**config.mk**
```make
export PLATFORM = sky130hd
export DESIGN_NAME = hazard_scoreboard
export DESIGN_NICKNAME = d
export VERILOG_FILES = /design/src/rtl/hazard_pkg.sv /design/src/rtl/sat_down_counter.sv /design/src/rtl/hazard_scoreboard.sv
export SDC_FILE = /design/constraint.sdc
export NUM_CORES = 1
export LEC_CHECK = 0
export BUFFER_PORTS_ARGS = -buffer_cell sky130_fd_sc_hd__clkbuf_2
export CAP_MARGIN = 20
export CELL_PAD_IN_SITES_DETAIL_PLACEMENT = 0
export CELL_PAD_IN_SITES_GLOBAL_PLACEMENT = 1
export CORE_MARGIN = 5
export CORE_UTILIZATION = 50
export DETAILED_ROUTE_END_ITERATION = 7
export GPL_TIMING_DRIVEN = 0
export PLACE_DENSITY = 0.86
export SKIP_CTS_REPAIR_TIMING = 1
export SLEW_MARGIN = 20
export SYNTH_ARGS = -nofsm -noshare
export SYNTH_HDL_FRONTEND = slang
export SYNTH_SLANG_ARGS = --single-unit
```
**constraint.sdc**
```tcl
create_clock -name clk -period 5.1 [get_ports clk]
set_input_delay 0.51 -clock clk [delete_from_list [all_inputs] [get_ports clk]]
set_output_delay 0.51 -clock clk [all_outputs]
set_load 0.02 [all_outputs]
```
**src/rtl/hazard_pkg.sv**
```systemverilog
// Shared constants for the decode-stage hazard scoreboard.
package hazard_pkg;

  localparam int unsigned TW_DEF  = 2;
  localparam int unsigned EPC_IDX = 14;

  localparam int unsigned NCAUSE     = 4;
  localparam int unsigned CAUSE_RS   = 0;
  localparam int unsigned CAUSE_RT   = 1;
  localparam int unsigned CAUSE_MD   = 2;
  localparam int unsigned CAUSE_ERET = 3;

  // Tuse encoding meaning "operand not read": all ones at the given width.
  function automatic logic [31:0] tuse_unused(input int unsigned tw);
    return (32'd1 << tw) - 32'd1;
  endfunction

endpackage

```
**src/rtl/sat_down_counter.sv**
```systemverilog
// Loadable down-counter that saturates at zero; flush clears it.
module sat_down_counter #(
  parameter int unsigned W = 4
) (
  input  logic         clk,
  input  logic         reset,
  input  logic         flush,
  input  logic         load,
  input  logic [W-1:0] load_val,
  output logic [W-1:0] value
);

  always_ff @(posedge clk) begin
    if (reset) begin
      value <= '0;
    end else if (flush) begin
      value <= '0;
    end else if (load) begin
      value <= load_val;
    end else if (value != '0) begin
      value <= value - W'(1);
    end
  end

endmodule

```
**src/rtl/hazard_scoreboard.sv**
```systemverilog
// Decode-stage stall generator using per-register Tnew countdowns.
// Optional HI/LO busy tracking is built only when HAZARD_MD_EN is defined.
module hazard_scoreboard
  import hazard_pkg::*;
#(
  parameter int unsigned NREG     = 32,
  parameter int unsigned NSRC     = 2,
  parameter int unsigned TW       = hazard_pkg::TW_DEF,
  parameter int unsigned MULT_LAT = 5,
  parameter int unsigned DIV_LAT  = 10,
  parameter int unsigned EPC_IDX  = hazard_pkg::EPC_IDX,
  localparam int unsigned AW      = $clog2(NREG)
) (
  input  logic               clk,
  input  logic               reset,
  input  logic               flush,
  input  logic               d_valid,
  input  logic [NSRC*AW-1:0] d_src,
  input  logic [NSRC*TW-1:0] d_tuse,
  input  logic               d_we,
  input  logic [AW-1:0]      d_dst,
  input  logic [TW-1:0]      d_tnew,
  input  logic               d_md,
  input  logic               d_div,
  input  logic               d_hilo,
  input  logic               d_mtc0,
  input  logic [4:0]         d_cp0,
  input  logic               d_eret,
  output logic               stall,
  output logic [3:0]         stall_cause,
  output logic               md_busy
);

  logic [TW-1:0]   cnt [NREG];
  logic            issue;
  logic [NSRC-1:0] src_hit;
  logic            rt_hit;
  logic            md_hit;
  logic            eret_hit;
  logic [AW-1:0]   src_k;
  logic [TW-1:0]   tuse_k;
  logic [1:0]      epc_cnt;
  logic            epc_load;

  assign issue = d_valid & ~stall & ~flush;

  // Register 0 never holds a pending write; other entries count Tnew down.
  for (genvar r = 0; r < NREG; r++) begin : g_sb
    if (r == 0) begin : g_zero
      assign cnt[r] = '0;
    end else begin : g_ent
      logic [TW-1:0] q;
      always_ff @(posedge clk) begin
        if (reset) begin
          q <= '0;
        end else if (flush) begin
          q <= '0;
        end else if (issue && d_we && (d_dst == AW'(r))) begin
          q <= d_tnew;
        end else if (q != '0) begin
          q <= q - TW'(1);
        end
      end
      assign cnt[r] = q;
    end
  end

  // Per-slot data hazard against the pre-issue scoreboard.
  always_comb begin
    src_hit = '0;
    rt_hit  = 1'b0;
    src_k   = '0;
    tuse_k  = '0;
    for (int k = 0; k < NSRC; k++) begin
      src_k  = d_src[k*AW +: AW];
      tuse_k = d_tuse[k*TW +: TW];
      src_hit[k] = (src_k != '0) && (32'(tuse_k) != tuse_unused(TW)) &&
                   (cnt[src_k] > tuse_k);
    end
    for (int k = 1; k < NSRC; k++) begin
      rt_hit = rt_hit | src_hit[k];
    end
  end

`ifdef HAZARD_MD_EN
  localparam int unsigned MD_MAX = (MULT_LAT > DIV_LAT) ? MULT_LAT : DIV_LAT;
  localparam int unsigned MDW    = $clog2(MD_MAX + 1);

  logic [MDW-1:0] md_cnt;
  logic           md_load;

  assign md_load = issue & d_md;

  // A started mult/div always completes, so flush does not touch it.
  sat_down_counter #(.W(MDW)) u_md_cnt (
    .clk      (clk),
    .reset    (reset),
    .flush    (1'b0),
    .load     (md_load),
    .load_val (d_div ? MDW'(DIV_LAT) : MDW'(MULT_LAT)),
    .value    (md_cnt)
  );

  assign md_busy = (md_cnt != '0);
  assign md_hit  = d_hilo & md_busy;
`else
  logic unused_md;
  assign unused_md = ^{d_md, d_div, d_hilo, 32'(MULT_LAT), 32'(DIV_LAT)};
  assign md_busy   = 1'b0;
  assign md_hit    = 1'b0;
`endif

  assign epc_load = issue & d_mtc0 & (d_cp0 == 5'(EPC_IDX));

  sat_down_counter #(.W(2)) u_epc_cnt (
    .clk      (clk),
    .reset    (reset),
    .flush    (flush),
    .load     (epc_load),
    .load_val (2'd2),
    .value    (epc_cnt)
  );

  assign eret_hit = d_eret & (epc_cnt != '0);

  always_comb begin
    stall_cause             = '0;
    stall_cause[CAUSE_RS]   = d_valid & src_hit[0];
    stall_cause[CAUSE_RT]   = d_valid & rt_hit;
    stall_cause[CAUSE_MD]   = d_valid & md_hit;
    stall_cause[CAUSE_ERET] = d_valid & eret_hit;
  end

  assign stall = |stall_cause;

endmodule

```
Word level (Yosys, flattened, before mapping)
Cells that the tools add are included.
- reduce and logical (&&, ||, !) cells: 105
- mux-type cells: 70
- bitwise logic cells: 12
- magnitude comparators: 4
- $add $sub $neg: 32
- equality and inequality tests: 34
- operators with widths (cell ; number):
    $mux 2 ; 68
    $reduce_bool 2->1 ; 64
    $eq 5x5->1 const B ; 16
    $sub 2x1->2 const B ; 32
    $eq 5x4->1 const B ; 9
    $logic_and 1x1->1 ; 36
    $bmux 2 s5 ; 2
    $eq 5x3->1 const B ; 4
    $ge 6x6->1 const B ; 2
    $not 5->6 ; 2
    $eq 5x2->1 const B ; 2
    $reduce_bool 5->1 ; 2
    $and 1x1->1 ; 8
    $reduce_or 3->1 ; 2
    $eq 5x1->1 const B ; 1
    $gt 2x2->1 ; 2
    $ne 2x2->1 const B ; 2
    $not 1->1 ; 2
    $reduce_or 2->1 ; 1
- input bits: 36
- bits in registers: 64
- output and inout port bits: 6
- logic and storage cells: 290

Depth between registers and ports, before layout
Gate-level depths: netlist of run 1.
- depth after elaboration: 14
- gate-level depth with buffers: 14
- mapped depth without buffers: 11

Modules after synthesis
From an unflattened synthesis of run 1, not the netlist that was laid out.
- cells, all modules: 558
- area total of the unflattened synthesis: 5176.2 um2
- modules (own cells, without submodules) (module ; sequential area each (um2) ; area each (um2) ; times used ; cells an instance):
    hazard_scoreboard ; 1241.2 ; 5047.3 ; 1 ; 545
    sat_down_counter ; 40.0 ; 128.9 ; 1 ; 13

Worst setup path after synthesis of run 1
Ideal clock, no wire load.
- kind: input -> output
- from: input port d_src[5]
- to: output port stall
- data required time: 4.590 ns
- buffers on the path: 3
- stages: 12
- arrival time: 3.145 ns
- path slack: 1.445 ns
- cells stage by stage: buf_2 -> buf_2 -> mux4_2 -> mux2i_1 -> o22ai_1 -> a221oi_1 -> ha_1 -> a22oi_1 -> nand2_1 -> o32a_2 -> buf_6 -> nand2_1
- word-level cells in the longest chain between the ends: 8
- elaborated cells between the ends (all ways): 10
- classes of those cells: 1 x order compare; 3 x mux; 2 x bitwise; 4 x reduce/logical
- RTL lines (element ; RTL line ; text):
    start, declared ; hazard_scoreboard.sv:18 ; input logic [NSRC*AW-1:0] d_src,
    $not 5->6 (not written as such) ; hazard_scoreboard.sv:78 ; (cnt[src_k] > tuse_k);
    $bmux 2 s5 ; hazard_scoreboard.sv:78 ;
    $mux 2 (not written as such) (2 in series) ; hazard_scoreboard.sv:78 ;
    $gt 2x2->1 ; hazard_scoreboard.sv:78 ;
    $logic_and 1x1->1 * ; hazard_scoreboard.sv:77 ; src_hit[k] = (src_k != '0) && (32'(tuse_k) != tuse_unused(TW)) &&
    $and 1x1->1 * ; hazard_scoreboard.sv:129 ; stall_cause[CAUSE_RT] = d_valid & rt_hit;
    $reduce_or 3->1 * ; hazard_scoreboard.sv:134 ; assign stall = |stall_cause;
    end, declared ; hazard_scoreboard.sv:29 ; output logic stall,
Mark *: on every way between the ends. The rest lies on a longest branch, timed or not. The select of a mux whose other input is x is not followed.

Worst setup path after layout of run 1
- from: input port d_src[2]
- to: output port stall
- word-level cells in the longest chain between the ends: 8
- elaborated cells between the ends (all ways): 10
- classes of those cells: 1 x order compare; 3 x mux; 2 x bitwise; 4 x reduce/logical
- RTL lines (element ; RTL line ; text):
    $not 5->6 (not written as such) ; hazard_scoreboard.sv:78 ;
    $bmux 2 s5 ; hazard_scoreboard.sv:78 ;
    $mux 2 (not written as such) (2 in series) ; hazard_scoreboard.sv:78 ;
    $gt 2x2->1 ; hazard_scoreboard.sv:78 ;
    $logic_and 1x1->1 * ; hazard_scoreboard.sv:77 ;
    $and 1x1->1 * ; hazard_scoreboard.sv:128 ; stall_cause[CAUSE_RS] = d_valid & src_hit[0];
    $reduce_or 3->1 * ; hazard_scoreboard.sv:134 ;
Marks and branches as above.

==> results.md, run 1 <==
Floorplan:
- The die is around 110 um wide.
- After floorplanning, the core was divided into 36 placement rows.
- The boundary pin count is 42.
- The area inside the core boundary is 9684 um^2.
- The die is between 100 and 150 um tall.
- For this configuration, the core starts out at a cell density of between 50% and 60%.
- The floorplan step defined a die boundary enclosing 11960 um^2.

Worst hold path:
- The worst hold path stage count is 2.
- The origin of the worst min-delay path is u_epc_cnt.value[1].
- The classification of the worst-slack hold path is reg -> reg.
- The end of the worst hold path is u_epc_cnt.value[1].

Detailed routing:
- After detailed routing, the average wire length per cell comes to ~18 um.
- For this block, the initial DRC count from the detailed router was 236.
- The detailed router placed roughly 4200 vias in this run.
- The detailed-route wire length is ~13000 um.
- The via-per-instance ratio is ~5.6.
- The first detailed-routing pass ran for 5 iterations.
- The number of remaining DRC errors is 0.
- The count of nets left with antenna violations after detail routing is 0.

Clock network:
- The total number of H-tree levels is 3.
- The clock insertion delay at the later pin of the skew report is approximately 0.35 ns.
- TritonCTS built the clock tree.
- CTS placed an instance of clkbuf_8 at the clock tree root.
- The number of buffers created by CTS is 9.
- The number of sinks handled by clock tree synthesis is 64.
- The worst-case clock buffer depth is 2.
- Clock-pin slew was measured on the worst setup and hold paths at 0.07 ns.

Setup path:
- The origin of the critical flop-to-flop path is g_sb[27].g_ent.q[1].
- At the worst endpoint, the required time is roughly 4.6 ns.
- The type of the worst setup path is in -> out.
- The worst reg-to-reg setup slack is roughly 1.7 ns.
- For the worst flop-to-flop path, the logic depth is 10.
- For the worst setup path, the data arrival time is approximately 3.8 ns.
- In this run the worst path has a maximum fanout of 10.
- The critical path startpoint category is a primary input.
- The endpoint of the most critical register-to-register path is g_sb[21].g_ent.q[0].
- The endpoint kind of the worst setup timing path is an output port.

Global routing:
- The global-route usage over all layers is a little under a quarter.
- In the global route stage, met3 resource usage came out at between 5 and 6%.
- The met1 usage is between 20 and 30%.
- The met2 track demand over resource is 40.19%.
- Entering global routing, the biggest net connects 11 pins.
- Global routing finished with a remaining overflow of 0.
- The via count of the first global-routing pass was 4150.
- The initial antenna violation count was 0.
- The most heavily used metal layer in global routing is met2.
- The wire length of the first global-routing pass is 21160 um.

Finish:
- The register cell area after layout is 1281 um^2.
- Counting the fill cells in the layout gives a little under 900.
- The area of the multi-input gates is roughly 3200 um^2.
- The growth of design area from synthesis to finish is 11.02%.
- In the final layout, the share of cells above drive strength 1 is between 10% and 20%.
- The repair_antennas step left the layout with diodes totalling 0.
- The final layout contains between 600 and 700 nets.

Logic synthesis:
- The top cell type by area accounts for 25.95% of the synthesized area.
- For this run, the leading register cell type out of synthesis is dfxtp_1.
- The distinct cell type count after synthesis is between 40 and 50.
- Ranked by total cell area, the synthesized netlist is headed by dfxtp_1, mux2i_1, mux4_2, ha_1, nand2_1.
- The synthesized area divided by synthesized cell count is just under 9 um^2.
- The cell area that synthesis handed to floorplanning was 4937 um^2.
- The number of enable flip-flop cells after synthesis is 0.
- The biggest area contributor in the post-synthesis netlist is dfxtp_1.
- The fraction of the yosys area taken by sequential cells is 25.95%.
- The share of flip-flops with an asynchronous set or reset after synthesis is 0%.
- The number of warnings reported in the yosys synthesis log is 0.
- The number of flip-flops and latches in the synthesized netlist is 64.
- The number of instances in the synthesized netlist is roughly 560.

Placement:
- During placement, the flow inserted port buffers numbering 32.
- Routability-driven placement finished with a final weighted congestion of 0.8847.
- The HPWL after detailed placement is just over 10000 um.
- The worst slack at placement is 0.8206 ns.

STA:
- The number of slew-limit violations in the final report was 0.
- The smallest hold slack is 0.4851 ns.
- Setup repair after global routing left no endpoint under its margin.
- Of the available clock period, the critical path in the final layout requires a little over four fifths.
- Headroom to the max-slew limit came out at between 40 and 50%.
- For this run, the top clock speed supported by timing is between 200 and 250 MHz.
- The pin slew with the least headroom to its limit is just under 0.9 ns.
- The count of final hold-check violations is 0.
- Across the routed clock network, the largest skew measured is about 0.01 ns.
- The final-report setup violation count is 0.
- After routing, the total negative slack on setup checks comes to 0 ns.
- Setup slack closes at 0.7900 ns.
- The routed design could run at a clock period as short as roughly 4.3 ns.

Job:
- Across the run, the number of max-cap violations was 0.

Power and ir drop:
- For this design the static power due to leakage is roughly 2.4 nW.
- Summing internal, switching and leakage power gives 1.113 mW.
- The worst IR drop on VDD is 0.0001373 V.
- The total power divided by cell area is between 200 and 250 nW/um^2.

Outcome:
- The run finished with clean final reports.
[layout make-up]
cell class / instances / share of cell area (%)
Inverter: 69 / 4.725
Tap cell: 133 / 3.036
Buffer: 29 / 2.945
Clock buffer: 13 / 2.716
Sequential cell: 64 / 23.37
Multi-Input combinational cell: 395 / 59.10
Timing Repair Buffer: 32 / 2.922
Clock inverter: 3 / 1.187
[synthesized netlist by cell type (10+ instances only)]
library cell / number
clkbuf_1: 17
dfxtp_1: 64
ha_1: 35
inv_1: 69
mux2i_1: 67
mux4_1: 10
mux4_2: 21
nand2_1: 107
nand3_1: 29
nor2_1: 11
o21ai_0: 35
xnor2_1: 31
[power by group]
part | switching [mW] | internal [mW]
registers | 0.00164 | 0.501
logic | 0.0774 | 0.0458
clock network | 0.198 | 0.289
[through the flow]
step                      instances  area (um^2)  util, %
after global routing            738         5482    56.60
after floorplan                 557         4941        -
after CTS                       738         5482    56.60
final                           738         5482    56.60
after global placement          722         5268    54.39
after detailed placement        722         5268    54.39
[worst max-delay path, cell delays in order]
cell and delay, ns:
clkbuf_2 0.14, buf_1 0.51, mux4_1 0.42, mux4_2 0.50, mux2_2 0.30, ha_1 0.29
nor2b_1 0.13, o211ai_1 0.30, o32a_2 0.31, buf_6 0.16, nand2_1 0.05, clkbuf_2 0.17
[layer usage]
layer / up-vias / wire [um]
met5: - / 0
met3: 24 / 1138
li1: 2007 / -
met1: 1969 / 5402
met2: 169 / 6290
met4: 0 / 297
[flip-flops by register name (all words and copies together), names as in the netlist]
signal,count
g_sb.g_ent.q,62
u_epc_cnt.value,2
[layout by cell type (no fill, tap or decap), types with 20 or more instances in the layout]
cell	instances
ha_1	35
mux4_2	21
inv_1	69
dfxtp_1	64
xnor2_1	31
clkbuf_2	32
clkbuf_1	20
nand3_1	29
o21ai_0	35
mux2i_1	67
nand2_1	107
[worst max-delay path by stage]
stage	startpoint	to	cells after the start
after global routing	d_src[5]	stall	14
after CTS	d_src[5]	stall	14
after detailed placement	d_src[5]	stall	14
after global placement	d_src[5]	stall	14
after floorplan	d_src[5]	stall	12
final	d_src[2]	stall	12
[logic make-up after synthesis]
group	after synthesis	synth area share, %
mux	101	29.17
buf+inv	98	8.515
fa+ha+maj	35	8.870
compound gates	54	6.462
xor+xnor	31	5.499
simple gates	172	15.46
other cells	1	0.07595
flops	64	25.95
No activity file was read; power rests on OpenSTA's default activity.
==> run 2: changes to the inputs <==
- CORE_UTILIZATION: 50 -> 47
- PLACE_DENSITY: 0.86 -> 0.81
- clock period: 5.1 -> 4.2 ns (I/O delays scaled with it)
==> results.md, run 2 (same netlist as run 1, synthesis figures left out) <==
STA:
- The post-layout minimum cycle time is 3.987 ns.
- The highest clock frequency the design can meet is about 250 MHz.
- RSZ-0062 raised after global routing: no (unchanged).
- In the finished design, the share of the clock period the worst path needs comes to ~95%.
- The worst clock skew is 0.009455 ns (was 0.009948 ns).
- The normalized max-slew margin was 33.25% (was 40.67%).
- The smallest hold slack came to 0.3999 ns (was 0.4851 ns).
- The pin slew with the least headroom to its limit is 0.9937 ns (was 0.8881 ns).
- The final sum of negative setup slack is 0 ns (unchanged).
- The number of slew-limit violations in the final report is 0 (unchanged).
- The worst-case setup margin in the final layout was 0.2129 ns (was 0.7900 ns).
- The final-report setup violation count is 0 (unchanged).
- The count of final hold-check violations is 0 (unchanged).

Finish:
- The growth of design area from synthesis to finish is 11.45% (was 11.02%).
- The post-route standard cell area excluding fillers is 5503 um^2 (was 5482 um^2).
- The proportion of layout cells with a drive suffix above 1 is 14.10% (was 13.22%).
- The commonest non-fill, non-tap cell in the layout is nand2_1 (unchanged).
- Highest-count cells in the layout ignoring fill and taps: nand2_1, inv_1, mux2i_1 (unchanged).
- Registers with the most flip-flops: g_sb.g_ent.q: 62 flops, u_epc_cnt.value: 2 flops (unchanged).
- The net count of the finished layout is 669 (was 671).
- The filler-free cell count of the finished design is 739 (was 738).
- The number of flip-flops under the largest register name is 62 (unchanged).
- The end-of-flow core utilization is 53.54% (was 56.60%).
- The register ranked first by flip-flop count is g_sb.g_ent.q (unchanged).
- The number of antenna cells inserted came to 0 (unchanged).

Power and ir drop:
- The switching share of total power is 25.96% (was 24.92%).
- The post-layout total power came to 1.369 mW (was 1.113 mW).
- The reported net switching power was 0.3554 mW (was 0.2773 mW).
- The share of power burned in the clock network is 44.4% (was 43.8%).
- The worst IR drop on VDD is 0.0002012 V (was 0.0001373 V).
- The logic gate share of total power is 11.1% (about the same).
- The internal power component is 1.014 mW (was 0.8354 mW).
- The sequential share of power is 44.6% (was 45.2%).
- The leakage power came to 2.374 nW (was 2.370 nW).
- The total power divided by cell area was 248.8 nW/um^2 (was 203.0 nW/um^2).

Floorplan:
- The area inside the core boundary is 10280 um^2 (was 9684 um^2).
- The die width is 112.5 um (was 109.4 um).
- The vertical die dimension is 112.5 um (was 109.4 um).
- The die footprint is 12650 um^2 (was 11960 um^2).
- The effective utilization at floorplan is 48.04% (was 50.98%).
- The row count was 37 (was 36).
- The boundary pin count is 42 (unchanged).

Setup path:
- The critical path startpoint category was a primary input (unchanged).
- The worst reg2reg path depth was 10 (unchanged).
- The type of the worst setup path is in -> out (unchanged).
- The source of the critical timing path is d_src[7] (was d_src[2]).
- The critical-path maximum fanout is 10 (unchanged).
- The origin of the critical flop-to-flop path is g_sb[5].g_ent.q[1] (was g_sb[27].g_ent.q[1]).
- The critical path arrival is 3.57 ns (was 3.80 ns).
- The endpoint of the most critical register-to-register path is g_sb[15].g_ent.q[1] (was g_sb[21].g_ent.q[0]).
- The endpoint kind of the worst setup timing path was an output port (unchanged).
- The worst reg-to-reg setup slack is 0.86 ns (was 1.74 ns).
- The required time of the worst setup path came to 3.78 ns (was 4.59 ns).
- The endpoint of the most critical setup path was stall (unchanged).

Placement:
- The worst slack at placement is -0.09773 ns (was 0.8206 ns).
- The count of input and output buffers was 32 (unchanged).
- The instance count after placement with tap cells included is 725 (was 722).
- The weighted congestion reported at the end of routability-driven placement is 0.9167 (was 0.8847).
- The placed standard-cell area came to 5271 um^2 (was 5268 um^2).
- The detailed-placement wirelength estimate was 10270 um (was 10200 um).

Clock network:
- The number of buffers created by CTS was 9 (unchanged).
- The clock insertion delay at the later pin of the skew report was 0.35 ns (about the same).
- The total number of H-tree levels came to 3 (unchanged).
- The clock root buffer master was clkbuf_8 (unchanged).
- The worst-case clock buffer depth is 2 (unchanged).
- The clock input transition at the sequential cells of the worst setup and hold paths was 0.07 ns (about the same).
- The CTS tree was done (unchanged).
- The number of sinks handled by clock tree synthesis is 64 (unchanged).

Global routing:
- The via count of the first global-routing pass came to 4117 (was 4150).
- The largest net degree at the start of global routing was 12 (was 11).
- The initial antenna violation count was 0 (unchanged).
- The wire length of the first global-routing pass is 21590 um (was 21160 um).
- The overflow left after global routing came to 0 (unchanged).
- The global-route usage over all layers was 21.61% (was 23.40%).

Detailed routing:
- The via-per-instance ratio came to 5.652 (was 5.649).
- The mean routed wirelength per cell is 17.99 um (was 17.79 um).
- The detailed router's first-iteration violation count was 258 (was 236).
- The number of remaining DRC errors was 0 (unchanged).
- The count of nets left with antenna violations after detail routing came to 0 (unchanged).
- The via total after detailed routing was 4177 (was 4169).
- The count of TritonRoute iterations in the first routing pass is 5 (unchanged).
- The detailed-route wire length is 13300 um (was 13130 um).

Job:
- The count of max-cap constraint violations is 0 (unchanged).

Outcome:
- Result of the run: completed (unchanged).

Worst hold path:
- The classification of the worst-slack hold path is in -> reg (was reg -> reg).
- The worst hold path stage count was 4 (was 2).
## run 2: cell count changes in the layout (fill, tap and decap cells not counted), moves of 2 or more
cell / previous run / this run
clkinvlp_4: 0 / 2
buf_1: 2 / 0
buf_2: 3 / 1
buf_4: 2 / 4
clkbuf_1: 20 / 17
## run 2: cell type report
cell class / count / area, um^2
clock inverters: 5 / 80.08
flip-flops and latches: 64 / 1281
clock buffers: 11 / 141.4
fillers: 965 / 4775
well taps: 136 / 170.2
repair buffers: 32 / 160.2
plain buffers: 27 / 160.2
inverters: 69 / 259.0
multi-input cells: 395 / 3251
## run 2: worst min-delay path by stage
| stage | end | startpoint | slack [ns] |
|---|---|---|---|
| 6_report | u_epc_cnt.value[1] | d_cp0[0] | 0.40 |
| 5_1_grt | g_sb[14].g_ent.q[0] | d_tnew[0] | 0.40 |
| 4_1_cts | g_sb[14].g_ent.q[0] | d_tnew[0] | 0.39 |
| 3_5_place_dp | u_epc_cnt.value[1] | u_epc_cnt.value[1] | 0.48 |
| 3_3_place_gp | u_epc_cnt.value[1] | u_epc_cnt.value[1] | 0.46 |
| 2_1_floorplan | u_epc_cnt.value[1] | u_epc_cnt.value[1] | 0.45 |
## run 2: routing by layer
metal	track usage (%)	up-vias	part of all wire (%)
met2	36.00	175	47
met5	0	-	0
met3	4.474	22	7.7
met4	6.170	0	1.7
li1	-	2006	-
met1	28.42	1974	43
## run 2: worst max-delay path: stages
cell      delay [ns]
clkbuf_1        0.42
clkbuf_2        0.38
mux4_2          0.33
mux2_2          0.30
a221oi_2        0.33
ha_1            0.29
a22oi_1         0.16
nand2_1         0.09
o32a_2          0.43
buf_6           0.18
nand2_1         0.06
clkbuf_2        0.17
## run 2: power groups by stage
stage	logic [mW]	registers (mW)	clock network [mW]
after floorplan	0.0932	0.623	0
after global placement	0.148	0.624	0
after detailed placement	0.150	0.624	0
after CTS	0.151	0.610	0.613
after global routing	0.165	0.610	0.643
final	0.152	0.610	0.607
==> run 3: changes to the inputs <==
- CELL_PAD_IN_SITES_DETAIL_PLACEMENT: 0 -> 1
- CELL_PAD_IN_SITES_GLOBAL_PLACEMENT: 1 -> 2
- CORE_UTILIZATION: 47 -> 38
==> results.md, run 3 (same netlist as run 1, synthesis figures left out) <==
STA:
- The post-route fraction of the period consumed by the critical path came to 96.96% (was 94.93%).
- The highest clock frequency the design can meet is 245.5 MHz (was 250.8 MHz).
- The number of slew-limit violations in the final report is 0 (unchanged).
- The final-report setup violation count is 0 (unchanged).
- The pin slew with the least headroom to its limit is 0.9680 ns (was 0.9937 ns).
- The normalized max-slew margin is 34.97% (was 33.25%).
- The final sum of negative setup slack is 0 ns (unchanged).
- The worst clock skew is 0.008636 ns (was 0.009455 ns).
- The post-layout minimum cycle time is 4.073 ns (was 3.987 ns).
- The smallest hold slack came to 0.4442 ns (was 0.3999 ns).
- RSZ-0062 raised after global routing: no (unchanged).
- The worst-case setup margin in the final layout is 0.1275 ns (was 0.2129 ns).
- The count of final hold-check violations is 0 (unchanged).

Global routing:
- The global-route usage over all layers is 21.54% (was 21.61%).
- The largest net degree at the start of global routing is 11 (was 12).
- The wire length of the first global-routing pass came to 24580 um (was 21590 um).
- The initial antenna violation count is 0 (unchanged).
- The via count of the first global-routing pass is 4521 (was 4117).
- The overflow left after global routing is 0 (unchanged).

Placement:
- The instance count after placement with tap cells included came to 761 (was 725).
- The detailed-placement wirelength estimate is 11890 um (was 10270 um).
- The placed standard-cell area came to 5321 um^2 (was 5271 um^2).
- The weighted congestion reported at the end of routability-driven placement is 0.8699 (was 0.9167).
- The worst slack at placement came to 0.009470 ns (was -0.09773 ns).
- The count of input and output buffers was 32 (unchanged).

Finish:
- The filler-free cell count of the finished design is 777 (was 739).
- The post-route standard cell area excluding fillers came to 5628 um^2 (was 5503 um^2).
- The register ranked first by flip-flop count is g_sb.g_ent.q (unchanged).
- The number of fill cells in the layout was 1506 (was 965).
- The commonest non-fill, non-tap cell in the layout is nand2_1 (unchanged).
- The number of antenna cells inserted is 0 (unchanged).
- The net count of the finished layout is 671 (was 669).
- The end-of-flow core utilization came to 44.42% (was 53.54%).
- Highest-count cells in the layout ignoring fill and taps: nand2_1, inv_1, mux2i_1 (unchanged).
- The number of flip-flops under the largest register name is 62 (unchanged).
- Registers with the most flip-flops: g_sb.g_ent.q: 62 flops, u_epc_cnt.value: 2 flops (unchanged).
- The growth of design area from synthesis to finish is 13.99% (was 11.45%).
- The proportion of layout cells with a drive suffix above 1 is 13.72% (was 14.10%).

Power and ir drop:
- The internal power component was 1.156 mW (was 1.014 mW).
- The switching share of total power is 24.72% (was 25.96%).
- The leakage power came to 2.417 nW (was 2.374 nW).
- The post-layout total power is 1.535 mW (was 1.369 mW).
- The sequential share of power is 39.8% (was 44.6%).
- The worst IR drop on VDD was 0.0002029 V (was 0.0002012 V).
- The reported net switching power is 0.3796 mW (was 0.3554 mW).
- The share of power burned in the clock network is 50.0% (was 44.4%).
- The total power divided by cell area is 272.8 nW/um^2 (was 248.8 nW/um^2).
- The logic gate share of total power came to 10.2% (was 11.1%).

Floorplan:
- The boundary pin count is 42 (unchanged).
- The die footprint is 15370 um^2 (was 12650 um^2).
- The effective utilization at floorplan is 38.97% (was 48.04%).
- The area inside the core boundary is 12670 um^2 (was 10280 um^2).
- The die width is 124.0 um (was 112.5 um).
- The vertical die dimension is 124.0 um (was 112.5 um).
- The row count is 41 (was 37).

Detailed routing:
- The mean routed wirelength per cell is 19.86 um (was 17.99 um).
- The via total after detailed routing is 4172 (was 4177).
- The detailed router's first-iteration violation count is 227 (was 258).
- The detailed-routed wire length on met3 is 575 um (was 1020 um).
- The via-per-instance ratio is 5.369 (was 5.652).
- The routed length on met1 is 7017 um (was 5774 um).
- The number of remaining DRC errors was 0 (unchanged).
- The detailed-route wire length is 15430 um (was 13300 um).
- The count of nets left with antenna violations after detail routing is 0 (unchanged).
- The length of routed met2 wiring is 7518 um (was 6279 um).
- The count of TritonRoute iterations in the first routing pass came to 4 (was 5).
- The highest metal layer with signal wires is met4 (unchanged).

Setup path:
- The number of buffer and inverter instances along the worst setup path is 4 (unchanged).
- The origin of the critical flop-to-flop path is g_sb[27].g_ent.q[1] (was g_sb[5].g_ent.q[1]).
- The worst-path cell with the longest stage delay was buf_1 (was o32a_2).
- The critical-path maximum fanout was 10 (unchanged).
- The critical path arrival came to 3.65 ns (was 3.57 ns).
- The family of cells with the greatest summed delay on the critical path is multiplexers (was buffers and inverters).
- The critical path startpoint category was a primary input (unchanged).
- The endpoint of the most critical register-to-register path is g_sb[29].g_ent.q[0] (was g_sb[15].g_ent.q[1]).
- The worst reg2reg path depth came to 10 (unchanged).
- The cell with the most instances on the worst path is clkbuf_2.
- The type of the worst setup path is in -> out (unchanged).
- The largest stage delay on the critical path is 0.52 ns (was 0.43 ns).
- The worst reg-to-reg setup slack is 0.89 ns (was 0.86 ns).
- The required time of the worst setup path was 3.78 ns (about the same).
- The endpoint kind of the worst setup timing path was an output port (unchanged).
- Cell breakdown of the critical path: clkbuf_2, buf_1, mux4_1, mux4_2, mux2_2, ha_1, nor2b_1, o211ai_1, o32a_2, buf_6, nand2_1, clkbuf_2 (was clkbuf_1, clkbuf_2, mux4_2, mux2_2, a221oi_2, ha_1, a22oi_1, nand2_1, o32a_2, buf_6, nand2_1, clkbuf_2).

Worst hold path:
- The worst hold path stage count is 4 (unchanged).
- The end of the worst hold path was u_epc_cnt.value[1] (unchanged).
- The classification of the worst-slack hold path is in -> reg (unchanged).
- The origin of the worst min-delay path is d_cp0[0] (unchanged).

Clock network:
- The clock root buffer master is clkbuf_16 (was clkbuf_8).
- The total number of H-tree levels was 3 (unchanged).
- The number of sinks handled by clock tree synthesis came to 64 (unchanged).
- The worst-case clock buffer depth is 2 (unchanged).
- The clock input transition at the sequential cells of the worst setup and hold paths is 0.05 ns (was 0.07 ns).
- The CTS tree is done (unchanged).
- The number of buffers created by CTS is 9 (unchanged).
- The clock insertion delay at the later pin of the skew report is 0.34 ns (was 0.35 ns).

Job:
- The count of max-cap constraint violations is 0 (unchanged).

Outcome:
- Result of the run: completed (unchanged).
==> run 3: cell types whose count changed in the layout (fill, tap and decap cells not counted), moves of 2 or more <==
cell / change
clkbuf_16: +9
clkbuf_8: -8
clkbuf_4: +2
clkinvlp_4: -2
buf_1: +2
buf_4: -2
==> run 3: power by group through the flow <==
stage | Clock, mW | Sequential [mW] | Combinational (mW)
floorplan | 0 | 0.623 | 0.0932
finish | 0.768 | 0.611 | 0.156
global placement | 0 | 0.624 | 0.153
CTS | 0.782 | 0.611 | 0.156
global route | 0.809 | 0.611 | 0.168
detailed placement | 0 | 0.624 | 0.155
==> run 3: worst max path at each step <==
stage                     depth (start not counted)     start  endpoint  slack, ns
after CTS                                        12  d_src[7]     stall      0.005
final                                            12  d_src[2]     stall       0.13
after detailed placement                         12  d_src[7]     stall      0.009
after global placement                           14  d_src[5]     stall       0.05
after global routing                             12  d_src[2]     stall       0.01
after floorplan                                  12  d_src[5]     stall       0.73
==> run 3: cell type report <==
class	count	area [um^2]	area share, %
multi-input combinational	395	3244	57.65
tap	172	215.2	3.824
buffer	29	167.7	2.979
clock buffer	13	260.3	4.624
sequential	64	1281	22.77
clock inverter	3	40.04	0.7114
timing repair buffer	32	160.2	2.846
inverter	69	259.0	4.602
==> run 3: routing by layer <==
layer / up-vias / track usage (%)
met5: - / 0
met4: 0 / 5.270
met3: 24 / 4.632
met2: 77 / 37.45
met1: 2064 / 27.25
li1: 2007 / -
==> run 3: worst min-delay path: cells and delay by family <==
| kind | cells | cell delay [ns] |
|---|---|---|
| compound gates | 1 | 0.09 |
| simple gates | 2 | 0.15 |
| buf+inv | 1 | 0.08 |
